## src/rtl/tweet_buffer.sv

```systemverilog
// UART capture buffer: receives frames into a 2**ADDR_W byte store and replays them
// to a downstream transmitter over a tx_ready/tx_start handshake.
//
//   state | meaning
//   IDLE  | capturing; waiting for play or clear
//   PLAY  | replaying bytes 0..end-1, one strobe per two cycles at most
//   CLEAR | zeroing the store one address per cycle, then resetting count/flags
module tweet_buffer #(
    parameter int DATA_BITS    = 8,
    parameter int ADDR_W       = 8,
    parameter int CLKS_PER_BIT = 5208,
    parameter int ECHO         = 0
) (
    input  logic                 sysclk,
    input  logic                 reset_n,
    input  logic                 enable,
    input  logic                 serial_in,
    input  logic                 play,
    input  logic                 clear,
    input  logic                 tx_ready,
    output logic                 tx_start,
    output logic [DATA_BITS-1:0] tx_data,
    output logic [ADDR_W:0]      count,
    output logic                 busy,
    output logic                 overflow,
    output logic                 frame_err
);
    localparam int DEPTH = 2 ** ADDR_W;
    localparam int TW    = $clog2(CLKS_PER_BIT);
    localparam int BW    = $clog2(DATA_BITS);
    localparam logic [TW-1:0]   FULL_T  = TW'(CLKS_PER_BIT - 1);
    localparam logic [TW-1:0]   HALF_T  = TW'(CLKS_PER_BIT / 2 - 1);
    localparam logic [BW-1:0]   LAST_B  = BW'(DATA_BITS - 1);
    localparam logic [ADDR_W:0] DEPTH_C = {1'b1, {ADDR_W{1'b0}}};

    typedef enum logic [1:0] {IDLE, PLAY, CLEAR} state_t;
    typedef enum logic [2:0] {RX_IDLE, RX_START, RX_DATA, RX_STOP, RX_WAIT} rx_state_t;

    state_t    state, state_next;
    rx_state_t rx_state;

    logic                 sync1, sync2, line_prev;
    logic [TW-1:0]        rx_timer;
    logic [BW-1:0]        rx_bit;
    logic [DATA_BITS-1:0] rx_shift;
    logic                 rx_valid, rx_ferr;

    logic [DATA_BITS-1:0] mem [DEPTH];
    logic [DATA_BITS-1:0] rd_data;
    logic [ADDR_W:0]      rd_ptr, end_cnt;
    logic                 rd_valid;
    logic [ADDR_W-1:0]    clr_addr;

    logic                 abort, play_go, clr_go, fire, sweep_done;
    logic                 mem_we;
    logic [ADDR_W-1:0]    mem_addr;
    logic [DATA_BITS-1:0] mem_wdata;

    // Receiver: timer is a down-counter; every expiry is a mid-bit sample point.
    always_ff @(posedge sysclk or negedge reset_n) begin
        if (!reset_n) begin
            sync1     <= 1'b1;
            sync2     <= 1'b1;
            line_prev <= 1'b1;
            rx_state  <= RX_IDLE;
            rx_timer  <= '0;
            rx_bit    <= '0;
            rx_shift  <= '0;
            rx_valid  <= 1'b0;
            rx_ferr   <= 1'b0;
        end else begin
            sync1     <= serial_in;
            sync2     <= sync1;
            line_prev <= sync2;
            rx_valid  <= 1'b0;
            rx_ferr   <= 1'b0;
            if (rx_timer != '0)
                rx_timer <= rx_timer - 1'b1;
            case (rx_state)
                RX_IDLE: begin
                    if (line_prev && !sync2) begin
                        rx_timer <= HALF_T;
                        rx_state <= RX_START;
                    end
                end
                RX_START: begin
                    if (rx_timer == '0) begin
                        if (!sync2) begin
                            rx_timer <= FULL_T;
                            rx_bit   <= '0;
                            rx_state <= RX_DATA;
                        end else begin
                            rx_state <= RX_IDLE;
                        end
                    end
                end
                RX_DATA: begin
                    if (rx_timer == '0) begin
                        rx_shift <= {sync2, rx_shift[DATA_BITS-1:1]};
                        rx_timer <= FULL_T;
                        rx_bit   <= rx_bit + 1'b1;
                        if (rx_bit == LAST_B)
                            rx_state <= RX_STOP;
                    end
                end
                RX_STOP: begin
                    if (rx_timer == '0) begin
                        if (sync2) begin
                            rx_valid <= 1'b1;
                            rx_state <= RX_IDLE;
                        end else begin
                            rx_ferr  <= 1'b1;
                            rx_state <= RX_WAIT;
                        end
                    end
                end
                RX_WAIT: begin
                    if (sync2)
                        rx_state <= RX_IDLE;
                end
                default: rx_state <= RX_IDLE;
            endcase
        end
    end

    always_ff @(posedge sysclk or negedge reset_n) begin
        if (!reset_n)
            state <= IDLE;
        else
            state <= state_next;
    end

    always_comb begin
        state_next = state;
        abort      = clear || !enable;
        play_go    = 1'b0;
        clr_go     = 1'b0;
        fire       = 1'b0;
        sweep_done = 1'b0;
        case (state)
            IDLE: begin
                if (abort) begin
                    state_next = CLEAR;
                    clr_go     = 1'b1;
                end else if (play && count != '0) begin
                    state_next = PLAY;
                    play_go    = 1'b1;
                end
            end
            PLAY: begin
                if (abort) begin
                    state_next = CLEAR;
                    clr_go     = 1'b1;
                end else if (rd_valid && tx_ready) begin
                    fire = 1'b1;
                    if (rd_ptr + 1'b1 == end_cnt)
                        state_next = IDLE;
                end
            end
            CLEAR: begin
                if (clr_addr == '1) begin
                    sweep_done = 1'b1;
                    if (enable)
                        state_next = IDLE;
                end
            end
            default: state_next = IDLE;
        endcase
    end

    always_comb begin
        mem_we    = 1'b0;
        mem_addr  = '0;
        mem_wdata = '0;
        if (state == CLEAR) begin
            mem_we   = 1'b1;
            mem_addr = clr_addr;
        end else if (rx_valid && count != DEPTH_C) begin
            mem_we    = 1'b1;
            mem_addr  = count[ADDR_W-1:0];
            mem_wdata = rx_shift;
        end
    end

    always_ff @(posedge sysclk) begin
        if (mem_we)
            mem[mem_addr] <= mem_wdata;
        rd_data <= mem[rd_ptr[ADDR_W-1:0]];
    end

    // rd_valid toggles low after each strobe, which both covers read latency and forces the gap.
    always_ff @(posedge sysclk or negedge reset_n) begin
        if (!reset_n) begin
            count     <= '0;
            overflow  <= 1'b0;
            frame_err <= 1'b0;
            rd_ptr    <= '0;
            end_cnt   <= '0;
            rd_valid  <= 1'b0;
            clr_addr  <= '0;
            tx_start  <= 1'b0;
            tx_data   <= '0;
        end else begin
            tx_start <= 1'b0;
            if (sweep_done) begin
                count     <= '0;
                overflow  <= 1'b0;
                frame_err <= 1'b0;
            end
            if (rx_ferr)
                frame_err <= 1'b1;
            if (rx_valid && state != CLEAR) begin
                if (count != DEPTH_C)
                    count <= count + 1'b1;
                else
                    overflow <= 1'b1;
                if (ECHO != 0 && state == IDLE && tx_ready) begin
                    tx_start <= 1'b1;
                    tx_data  <= rx_shift;
                end
            end
            if (play_go) begin
                rd_ptr   <= '0;
                end_cnt  <= count;
                rd_valid <= 1'b0;
            end else if (state == PLAY) begin
                if (fire) begin
                    tx_start <= 1'b1;
                    tx_data  <= rd_data;
                    rd_ptr   <= rd_ptr + 1'b1;
                    rd_valid <= 1'b0;
                end else begin
                    rd_valid <= 1'b1;
                end
            end
            if (clr_go)
                clr_addr <= '0;
            else if (state == CLEAR)
                clr_addr <= clr_addr + 1'b1;
        end
    end

    assign busy = (state != IDLE);

endmodule

```

## config.mk

```make
export PLATFORM = sky130hd
export DESIGN_NAME = tweet_buffer
export DESIGN_NICKNAME = d
export VERILOG_FILES = /design/src/rtl/tweet_buffer.sv
export SDC_FILE = /design/constraint.sdc
export NUM_CORES = 2
export LEC_CHECK = 0
export BUFFER_PORTS_ARGS = -buffer_cell sky130_fd_sc_hd__buf_2
export CAP_MARGIN = 20
export CORE_MARGIN = 4
export CORE_UTILIZATION = 50
export CTS_CLUSTER_DIAMETER = 50
export DETAILED_ROUTE_END_ITERATION = 8
export GPL_TIMING_DRIVEN = 0
export PLACE_DENSITY = 0.65
export SYNTH_ARGS = -nofsm -noshare
export SYNTH_HDL_FRONTEND = slang
export SYNTH_SLANG_ARGS = --single-unit
```

## constraint.sdc

```tcl
create_clock -name sysclk -period 6.6 [get_ports sysclk]
set_input_delay 0.99 -clock sysclk [delete_from_list [all_inputs] [get_ports sysclk]]
set_output_delay 0.99 -clock sysclk [all_outputs]
set_load 0.01 [all_outputs]
```

==> flow_summary_export.csv <==
group,metric,value,unit
timing,finalHoldViolCount,0,
timing,rsz0062_at_grt,"no",
cts,numCtsBuffers,219,
synthesis,ys_async_sr_fraction,0.03790,
route,drc_errors,0,
timing,fin_skew,64.44,ps
run_status,status,"finished, final reports clean",
power,p_per_area,297.2,nW/um^2
synthesis,yosys-top-cells-area,"edfxtp_1 72%, mux4_2 10%, mux2i_1 3.1%",
timing,worst_slack,545.2,ps
route,drt_iter0_markers,10120,
placed_design,io_buffers,27,
placed_design,placed_cells,6738,
timing,max_freq,165.2,MHz
cts,clkLatencyLatePin,890,ps
synthesis,yosysSeqAreaShare,0.7506,
synthesis,synth_top_cell_area_share,0.7248,
timing,tightest_slew,1429,ps
cells_and_area,final_layout_size_suffix_gt1_frac,0.2316,
route,viasPerCell,7.056,
power,ir_drop,0.3439,mV
synthesis,synth-edff-count,2048,
synthesis,syn_area,84850,sq um
cts,cts_sinks,2137,
critical_path,critPathKind,"reg2reg",
die,die-width,419.9,microns
cts,cts-root-buf,"clkbuf_16",
critical_path,worstPathRequired,7250,ps
die,coreArea,168000,sq um
timing,post-route-period-util,0.9174,
synthesis,synth-xor-area-share,0.002271,
flow_run,maxCapViolations,0,
synthesis,yosys.area_share.simple,0.04001,
critical_path,crit_path_end_kind,"flip-flop",
synthesis,synthCells,4407,
grt,grt_max_degree,87,
synthesis,synth_fa_ha_area_frac,0.001180,
synthesis,yosysMostFrequentCell,"edfxtp_1",
placed_design,gp_routability_congestion,1.013,
placed_design,hpwlAfterDp,213900,microns
cts,htree_levels,4,
placed_design,place_area,89170,sq um
cells_and_area,fin_cells,7160,
timing,fin_tns_setup,0,ps
timing,holdWs,83.72,ps
synthesis,synth_top_family_by_area,"multiplexers",
timing,finalCriticalPeriod,6055,ps
cts,postCtsSetupRepairBufs,0,
timing,relSlewSlack,0.04144,
cells_and_area,nFillCells,12500,
grt,grt_util_all_layers,0.3627,
route,dr_total_vias,50520,
power,power.total,28.62,mW
cts,hold_buffers,0,
synthesis,syn-num-nets,4422,
cells_and_area,finalNetCount,4772,
timing,setup_viol,0,
die,initial_utilization,0.5051,
die,die_y,419.9,microns
synthesis,ys_top_cells_by_count,"2048 x edfxtp_1, 388 x mux4_2, 263 x nor2_1",
grt,grt_overflow,0,
synthesis,synth_area_leader_cell,"edfxtp_1",
synthesis,synth_compound_area_frac,0.04120,
timing,drv_slew,0,
synthesis,syn_avg_cell_area,19.25,sq um
power,power.leakage,31.10,nW
die,row_count,150,
synthesis,synth_cell_types,89,
synthesis,synthFlopType,"edfxtp_1",
cts,clkTransAtPathRegs,60,ps
placed_design,place_ws,1118,ps
cts,cts_tree,"yes",
route,drt-wirelength-per-cell,44.57,microns
route,dr.pass1.iters,7,
grt,grt_pass1_wl,421200,microns
grt,antenna_found_initial,34,
cts,cts_resized,0,
die,boundaryPins,28,
synthesis,ys_warn_count,0,
cells_and_area,final_util,0.5733,
critical_path,worstSetupStartpointType,"flip-flop",
critical_path,crit_fanout,10,
route,ant_nets,0,
grt,grt_pass1_vias,47390,
die,die-area,176300,sq um
cells_and_area,area_growth,13.49,%
worst_hold_path,min_path_type,"in2async",
critical_path,crit_arrival,6700,ps
cts,cts_buffer_depth,3,
synthesis,synthMuxAreaShare,0.1418,
synthesis,ys_ff_latch,2137,
cells_and_area,final_area,96290,sq um
route,routed_wl,319100,microns
[kinds of logic after synthesis]
kind of cell,after synthesis
and+or+nand+nor,748
muxes,696
DFF,2137
adders and majority gates,8
xor gates and xnor gates,22
buffers and inverters,302
AOI/OAI and AO/OA,494
[layout make-up]
class / count / area, sq um / area share
plain buffers: 276 / 1858 / 0.01930
well taps: 2204 / 2758 / 0.02864
diodes: 17 / 42.54 / 0.0004418
clock inverters: 118 / 1191 / 0.01237
multi-input cells: 1968 / 19330 / 0.2008
inverters: 26 / 97.59 / 0.001014
repair buffers: 129 / 1450 / 0.01506
clock buffers: 285 / 5872 / 0.06098
flip-flops and latches: 2137 / 63690 / 0.6614
[worst max-delay path, stage by stage (launching register included)]
cell	delay (ps)
dfrtp_1	370
clkbuf_2	280
buf_4	380
buf_2	490
buf_2	940
mux2i_1	270
a221oi_1	150
a221oi_1	690
o21ai_0	670
a211oi_1	1160
o32ai_1	390
[placed cells by master, fill, tap and decap left out, types with 64 or more instances in the layout]
master | Yosys | final
clkbuf_16 | 0 | 222
o21ai_0 | 77 | 77
a21oi_1 | 86 | 86
buf_2 | 69 | 126
nor2_1 | 263 | 262
edfxtp_1 | 2048 | 2048
mux4_2 | 388 | 388
buf_6 | 55 | 64
nand2_1 | 212 | 212
clkbuf_1 | 86 | 132
nor3_1 | 87 | 68
dfrtp_1 | 78 | 78
buf_4 | 42 | 69
mux2i_1 | 259 | 259
[path summary, 6_finish.rpt]
path / end / slack [ps] / start / cells past startpoint
min in group sysclk: sync1$_DFF_PN1_ / 250 / serial_in / 1
worst max register to register: rd_data[6]$_DFF_P_ / 550 / rd_ptr[1]$_DFFE_PN0P_ / 10
worst min register to register: sync2$_DFF_PN1_ / 360 / sync1$_DFF_PN1_ / 0
max in group asynchronous: tx_data[2]$_DFFE_PN0P_ / 5810 / reset_n / 2
worst max-delay path: rd_data[6]$_DFF_P_ / 550 / rd_ptr[1]$_DFFE_PN0P_ / 10
worst min-delay path: rx_timer[9]$_DFF_PN0_ / 80 / reset_n / 1
[flip-flops by register name (all words and copies together), names as in the netlist]
| signal | cells |
|---|---|
| sync1 | 1 |
| state | 2 |
| rx_state | 3 |
| mem | 2048 |
| count | 9 |
| rx_shift | 8 |
| frame_err | 1 |
| tx_data | 8 |
| rd_valid | 1 |
| rx_timer | 13 |
| rx_bit | 3 |
| clr_addr | 8 |
| rd_ptr | 9 |
| line_prev | 1 |
| overflow | 1 |
| end_cnt | 9 |
| rx_ferr | 1 |
| rd_data | 8 |
| sync2 | 1 |
| tx_start | 1 |
| rx_valid | 1 |
[power breakdown]
part	leakage (nW)	internal (mW)	switching, mW
clock	3.43	6.95	5.36
sequential	20.7	14.9	0.0858
combinational	6.95	0.253	1.12
[per-layer routing]
| metal | GRT usage | vias up | wire length, microns |
|---|---|---|---|
| met5 | 0.005001 | - | 210 |
| met4 | 0.2458 | 16 | 27280 |
| met3 | 0.1531 | 1060 | 50290 |
| met2 | 0.5029 | 4693 | 133400 |
| met1 | 0.4646 | 25990 | 108000 |
| li1 | - | 18760 | - |
No activity file was read; power rests on OpenSTA's default activity.
